`src/rtl/vga_scanout_reader.sv`:
```
// Scan-out side of the 2x2-replicated 3-bit framebuffer: 640x480@60 timing, pixel fetch, DAC drive.
// Defining VGA_SCANOUT_TESTPATTERN_EN adds a test_mode input that shows eight vertical colour bars.
module vga_scanout_reader #(
  parameter int H_ACTIVE    = 640,
  parameter int H_FRONT     = 16,
  parameter int H_SYNC      = 96,
  parameter int H_BACK      = 48,
  parameter int V_ACTIVE    = 480,
  parameter int V_FRONT     = 10,
  parameter int V_SYNC      = 2,
  parameter int V_BACK      = 33,
  parameter int SCALE_SHIFT = 1,
  parameter int ADDR_W      = 17
) (
  input  logic              clock,
  input  logic              reset,
`ifdef VGA_SCANOUT_TESTPATTERN_EN
  input  logic              test_mode,
`endif
  output logic [ADDR_W-1:0] mem_addr,
  output logic              mem_rd,
  input  logic [2:0]        mem_data,
  output logic              frame_start,
  output logic [7:0]        VGA_R,
  output logic [7:0]        VGA_G,
  output logic [7:0]        VGA_B,
  output logic              VGA_HS,
  output logic              VGA_VS,
  output logic              VGA_BLANK,
  output logic              VGA_SYNC,
  output logic              VGA_CLK
);

  localparam int H_TOTAL  = H_ACTIVE + H_FRONT + H_SYNC + H_BACK;
  localparam int V_TOTAL  = V_ACTIVE + V_FRONT + V_SYNC + V_BACK;
  localparam int FB_WIDTH = H_ACTIVE >> SCALE_SHIFT;

  localparam logic [9:0] H_LAST = 10'(H_TOTAL - 1);
  localparam logic [9:0] V_LAST = 10'(V_TOTAL - 1);
  localparam logic [9:0] H_ACT  = 10'(H_ACTIVE);
  localparam logic [9:0] V_ACT  = 10'(V_ACTIVE);
  localparam logic [9:0] HS_BEG = 10'(H_ACTIVE + H_FRONT);
  localparam logic [9:0] HS_END = 10'(H_ACTIVE + H_FRONT + H_SYNC);
  localparam logic [9:0] VS_BEG = 10'(V_ACTIVE + V_FRONT);
  localparam logic [9:0] VS_END = 10'(V_ACTIVE + V_FRONT + V_SYNC);

  logic              phase_q, phase_d;
  logic              pix_en;
  logic [9:0]        hcnt_q, hcnt_d, vcnt_q, vcnt_d;
  logic              visible, hs_now, vs_now, wrap;
  logic [9:0]        x, y;
  logic [ADDR_W-1:0] fb_addr;
  logic [ADDR_W-1:0] addr_q, addr_d;
  logic              rd_q, rd_d, fs_q, fs_d;
  logic              hs_a_q, hs_a_d, vs_a_q, vs_a_d, vis_a_q, vis_a_d;
  logic              hs_q, hs_d, vs_q, vs_d, blank_q, blank_d;
  logic [2:0]        rgb_q, rgb_d;
  logic [2:0]        pix_col;
  logic              rd_block;

  always_comb begin
    pix_en  = phase_q;
    visible = (hcnt_q < H_ACT) && (vcnt_q < V_ACT);
    hs_now  = ~((hcnt_q >= HS_BEG) && (hcnt_q < HS_END));
    vs_now  = ~((vcnt_q >= VS_BEG) && (vcnt_q < VS_END));
    wrap    = (hcnt_q == H_LAST) && (vcnt_q == V_LAST);
    x       = hcnt_q >> SCALE_SHIFT;
    y       = vcnt_q >> SCALE_SHIFT;
    // 320 = 256 + 64, so the standard mode needs only shifts and adds
    if (FB_WIDTH == 320)
      fb_addr = (ADDR_W'(y) << 8) + (ADDR_W'(y) << 6) + ADDR_W'(x);
    else
      fb_addr = ADDR_W'(y) * ADDR_W'(FB_WIDTH) + ADDR_W'(x);
  end

`ifdef VGA_SCANOUT_TESTPATTERN_EN
  localparam int BAR_W = H_ACTIVE / 8;

  logic [2:0] bar_now, bar_a_q;

  always_comb begin
    bar_now = '0;
    for (int i = 1; i < 8; i++)
      if (hcnt_q >= 10'(i * BAR_W)) bar_now = 3'(i);
  end

  always_ff @(posedge clock) begin
    if (reset)       bar_a_q <= '0;
    else if (pix_en) bar_a_q <= bar_now;
  end

  always_comb begin
    pix_col  = test_mode ? bar_a_q : mem_data;
    rd_block = test_mode;
  end
`else
  always_comb begin
    pix_col  = mem_data;
    rd_block = 1'b0;
  end
`endif

  always_comb begin
    phase_d = ~phase_q;
    hcnt_d  = hcnt_q;
    vcnt_d  = vcnt_q;
    addr_d  = addr_q;
    rd_d    = rd_q;
    fs_d    = 1'b0;
    hs_a_d  = hs_a_q;
    vs_a_d  = vs_a_q;
    vis_a_d = vis_a_q;
    hs_d    = hs_q;
    vs_d    = vs_q;
    blank_d = blank_q;
    rgb_d   = rgb_q;
    if (pix_en) begin
      if (hcnt_q == H_LAST) begin
        hcnt_d = '0;
        vcnt_d = (vcnt_q == V_LAST) ? '0 : vcnt_q + 10'd1;
      end else begin
        hcnt_d = hcnt_q + 10'd1;
      end
      fs_d    = wrap;
      if (visible) addr_d = fb_addr;
      rd_d    = visible && !rd_block;
      hs_a_d  = hs_now;
      vs_a_d  = vs_now;
      vis_a_d = visible;
      // mem_data for the stage-A address has been stable for a full clock here
      hs_d    = hs_a_q;
      vs_d    = vs_a_q;
      blank_d = vis_a_q;
      rgb_d   = vis_a_q ? pix_col : 3'b000;
    end
  end

  always_ff @(posedge clock) begin
    if (reset) begin
      phase_q <= 1'b0;
      hcnt_q  <= '0;
      vcnt_q  <= '0;
      addr_q  <= '0;
      rd_q    <= 1'b0;
      fs_q    <= 1'b0;
      hs_a_q  <= 1'b1;
      vs_a_q  <= 1'b1;
      vis_a_q <= 1'b0;
      hs_q    <= 1'b1;
      vs_q    <= 1'b1;
      blank_q <= 1'b0;
      rgb_q   <= '0;
    end else begin
      phase_q <= phase_d;
      hcnt_q  <= hcnt_d;
      vcnt_q  <= vcnt_d;
      addr_q  <= addr_d;
      rd_q    <= rd_d;
      fs_q    <= fs_d;
      hs_a_q  <= hs_a_d;
      vs_a_q  <= vs_a_d;
      vis_a_q <= vis_a_d;
      hs_q    <= hs_d;
      vs_q    <= vs_d;
      blank_q <= blank_d;
      rgb_q   <= rgb_d;
    end
  end

  assign mem_addr    = addr_q;
  assign mem_rd      = rd_q;
  assign frame_start = fs_q;
  assign VGA_R       = {8{rgb_q[2]}};
  assign VGA_G       = {8{rgb_q[1]}};
  assign VGA_B       = {8{rgb_q[0]}};
  assign VGA_HS      = hs_q;
  assign VGA_VS      = vs_q;
  assign VGA_BLANK   = blank_q;
  assign VGA_SYNC    = 1'b0;
  assign VGA_CLK     = phase_q;

endmodule

```
`config.mk`:
```
export PLATFORM = sky130hd
export DESIGN_NAME = vga_scanout_reader
export DESIGN_NICKNAME = d
export VERILOG_FILES = /design/src/rtl/vga_scanout_reader.sv
export SDC_FILE = /design/constraint.sdc
export NUM_CORES = 1
export LEC_CHECK = 0
export ABC_AREA = 1
export CELL_PAD_IN_SITES_DETAIL_PLACEMENT = 1
export CELL_PAD_IN_SITES_GLOBAL_PLACEMENT = 1
export CORE_UTILIZATION = 25
export DETAILED_ROUTE_END_ITERATION = 8
export HOLD_SLACK_MARGIN = 0.02
export PLACE_DENSITY_LB_ADDON = 0.1
export SLEW_MARGIN = 20
export SYNTH_ARGS = -nofsm -noshare
export SYNTH_HDL_FRONTEND = slang
export SYNTH_SLANG_ARGS = --single-unit
```
`constraint.sdc`:
```
create_clock -name clock -period 6.53 [get_ports clock]
set_input_delay 0.9795 -clock clock [delete_from_list [all_inputs] [get_ports clock]]
set_output_delay 0.9795 -clock clock [all_outputs]
set_load 0.005 [all_outputs]
```
==> qor.yml <==
cts:
  ctsResizeCount: 0
  ctsLongestPathBuffers: 2
  cts-buffers-inserted: 5
  cts_tree: "yes"
  htreeDepth: 2
  cts_hold_buffers: 0
  root_buffer: "clkbuf_16"
  path_clk_slew_ns: 0.06
  clock_sinks: 48
  postCtsSetupBuffers: 0
  insertion_delay_ns: 0.30
setup_path:
  critPathLaunchType: "register"
  path_cells: "inv_1, fa_1, fa_1, o21ai_0, nand2_1, nand3_1, nand3_1, nand2_1, inv_1"
  r2r-start: "vcnt_q[1]$_SDFFE_PP0P_"
  crit_path_start: "vcnt_q[1]$_SDFFE_PP0P_"
  path_delay_family: "adder cells"
  critPathCaptureType: "register"
  cp.required_ns: 6.73
  cp_num_buf_inv: 2
  ff2ff_setup_slack_ns: 3.96
  rr_endpoint: "mem_addr[13]$_SDFFE_PP0P_"
  ff2ff_path_depth: 9
  worst-endpoint-arrival_ns: 2.77
  worst-path-max-fanout: 5
  path_class: "reg -> reg"
  cpMaxStageDelayCell: "fa_1"
  cpPeakStageDelay_ns: 0.53
cells_and_area:
  final_design_area_no_fill_um2: 3470
  syn_to_final_growth_pct: 21.6
  layout-drive-gt1-share: 0.0504
  fin_nets: 446
  antenna_cells: 0
  fillers: 1369
global_route:
  grt_pass1_wl_um: 12900
  grt_pass1_vias: 2420
  antenna_found_initial: 0
  gr-total-overflow: 0
  grt_max_degree: 27
  grt_use_total: 0.147
sta:
  clock_skew_ns: 0.00674
  slew_headroom: 0.487
  worst_slew_pin_slew_ns: 0.766
  setup_viol: 0
  min_period_ns: 2.57
  period_share: 0.394
  fin_setup_tns_ns: 0
  maxSlewViolCount: 0
  rsz0062_at_grt: "false"
  hold_viol: 0
  fmax_ghz: 0.389
placed_design:
  place_hpwl_um: 6180
  globalplace.congestion: 0.725
  placed_area_um2: 3310
  port_buffers: 51
power:
  power.share.clock: 0.448
  pwr-share-seq: 0.471
  p_switching_mw: 0.151
  switching_share: 0.231
  p_comb_frac: 0.081
  powerDensity_nw_per_um2: 189
  p_int_mw: 0.505
  ir_drop_mv: 0.121
  p_leak_nw: 1.43
  finalPower_mw: 0.656
routing:
  ant_nets: 0
  drt_iter0_drc: 77
  drt_pass1_iterations: 4
  num_vias: 2581
  drc_errors: 0
  wl_per_cell_um: 14.4
  route.final.wire_length_um: 8030
  post_drt_via_cell_ratio: 4.63
worst_hold_path:
  whs_endpoint: "VGA_HS$_SDFFE_PP1P_"
  hold_class: "reg -> reg"
  holdPathStages: 2
  hp-start: "hs_a_q$_SDFFE_PP1P_"
synth:
  avgSynthCellArea_um2: 7.31
  ys_warn_count: 0
  syn-num-nets: 418
  synth_seq_area_share: 0.337
  synth_area_um2: 2850
  yosysUniqueCellTypes: 41
  synthCells: 390
  synth-edff-count: 0
  ys_seq_elements: 48
  synthFlopType: "dfxtp_1"
  async_flop_share: 0
die:
  dieArea_um2: 11800
  fp-row-count: 38
  fp.coreArea_um2: 11000
  die_h_um: 109
  die_x_um: 109
  start_util: 0.260
  io_pins: 53
status:
  status: "finished, final reports clean"
job:
  max-cap-violations: 0
cell usage in the layout (no fill, tap or decap), types with 2 or more instances in the layout:
cell type        instances
nand2_1                 87
nand2_2                  3
nor2_4                   2
a21oi_1                 27
inv_1                   44
fa_1                     2
nor2_1                  37
inv_2                    2
o21ai_1                  4
o21ai_0                 12
a32o_1                   3
clkbuf_16                5
nor3_1                   8
nand4_1                  7
xor2_1                   5
ha_1                    21
xnor2_1                  3
nor2_2                   2
nand3b_1                 3
dfxtp_1                 48
nand3_1                 24
clkdlybuf4s50_1         51
worst reg2reg max path: stages (launching register included):
cell	delay [ns]
dfxtp_1	0.44
inv_1	0.14
fa_1	0.53
fa_1	0.47
o21ai_0	0.42
nand2_1	0.13
nand3_1	0.10
nand3_1	0.12
nand2_1	0.09
inv_1	0.04
layout make-up:
class                      count  area [um2]  share of cell area
clock buffer                   5         125              0.0361
inverter                      47         179              0.0516
clock inverter                 1        30.0             0.00866
timing repair buffer          51         510               0.147
tap                          140         175              0.0505
multi-input combinational    265        1490               0.429
sequential                    48         961               0.277
flip-flops by register name, indices dropped and copies added, names as in the netlist:
signal	flops
vcnt_q	10
vs_a_q	1
hcnt_q	10
mem_addr	17
VGA_HS	1
mem_rd	1
hs_a_q	1
VGA_BLANK	1
rgb_q	3
VGA_CLK	1
VGA_VS	1
frame_start	1
how the worst max path moves through the flow:
stage | endpoint | cells after the start
floorplan | mem_addr[13]$_SDFFE_PP0P_ | 9
global placement | mem_addr[13]$_SDFFE_PP0P_ | 6
detailed placement | hcnt_q[7]$_SDFFE_PP0P_ | 4
CTS | mem_addr[13]$_SDFFE_PP0P_ | 9
global route | hcnt_q[7]$_SDFFE_PP0P_ | 4
finish | mem_addr[13]$_SDFFE_PP0P_ | 9
synthesized netlist by cell type, types with 2 or more instances:
library cell / count / area [um2]
nand3b_1: 3 / 22.5
nand3_1: 24 / 120
fa_1: 2 / 40.0
nand2_1: 87 / 327
nand2_2: 3 / 18.8
a32o_1: 3 / 30.0
nor2_1: 37 / 139
a21oi_1: 27 / 135
nand4_1: 7 / 43.8
ha_1: 21 / 263
nor3_1: 8 / 40.0
xor2_1: 5 / 43.8
buf_2: 2 / 10.0
inv_2: 2 / 7.51
buf_6: 3 / 33.8
buf_4: 23 / 173
nor2_4: 2 / 22.5
o21ai_0: 12 / 60.1
o21ai_1: 4 / 20.0
nor2_2: 2 / 12.5
dfxtp_1: 48 / 961
inv_1: 44 / 165
xnor2_1: 3 / 26.3
routing by layer:
metal / vias up / GRT usage / routed length [um]
met4: 0 / 0.0483 / 112
met1: 1222 / 0.193 / 3960
met3: 9 / 0.0400 / 337
met2: 50 / 0.231 / 3610
li1: 1300 / - / -
met5: - / 0 / 0
kinds of logic after synthesis:
logic type | synth area share
AOI/OAI and AO/OA | 0.108
xor gates and xnor gates | 0.0246
adders and majority gates | 0.106
buffers and inverters | 0.141
DFF | 0.337
other | 0.00132
and+or+nand+nor | 0.282
through the flow:
| step | hold WS [ns] | setup slack [ns] | utilization | instances |
|---|---|---|---|---|
| 4_1_cts | 0.466 | 3.91 | 0.316 | 557 |
| 6_report | 0.465 | 3.96 | 0.316 | 557 |
| 3_5_place_dp | 0.457 | 3.66 | 0.302 | 551 |
| 2_1_floorplan | 0.430 | 4.37 | - | 390 |
| 3_3_place_gp | 0.446 | 3.71 | 0.302 | 551 |
| 5_1_grt | 0.491 | 3.76 | 0.316 | 557 |
power by group through the flow:
stage | logic, mW | registers [mW] | clock network, mW
4_1_cts | 0.0547 | 0.309 | 0.307
2_1_floorplan | 0.0299 | 0.314 | 0
5_1_grt | 0.0594 | 0.310 | 0.319
3_5_place_dp | 0.0544 | 0.316 | 0
3_3_place_gp | 0.0541 | 0.316 | 0
6_report | 0.0534 | 0.309 | 0.294
Power figures use the tool's default switching activity.
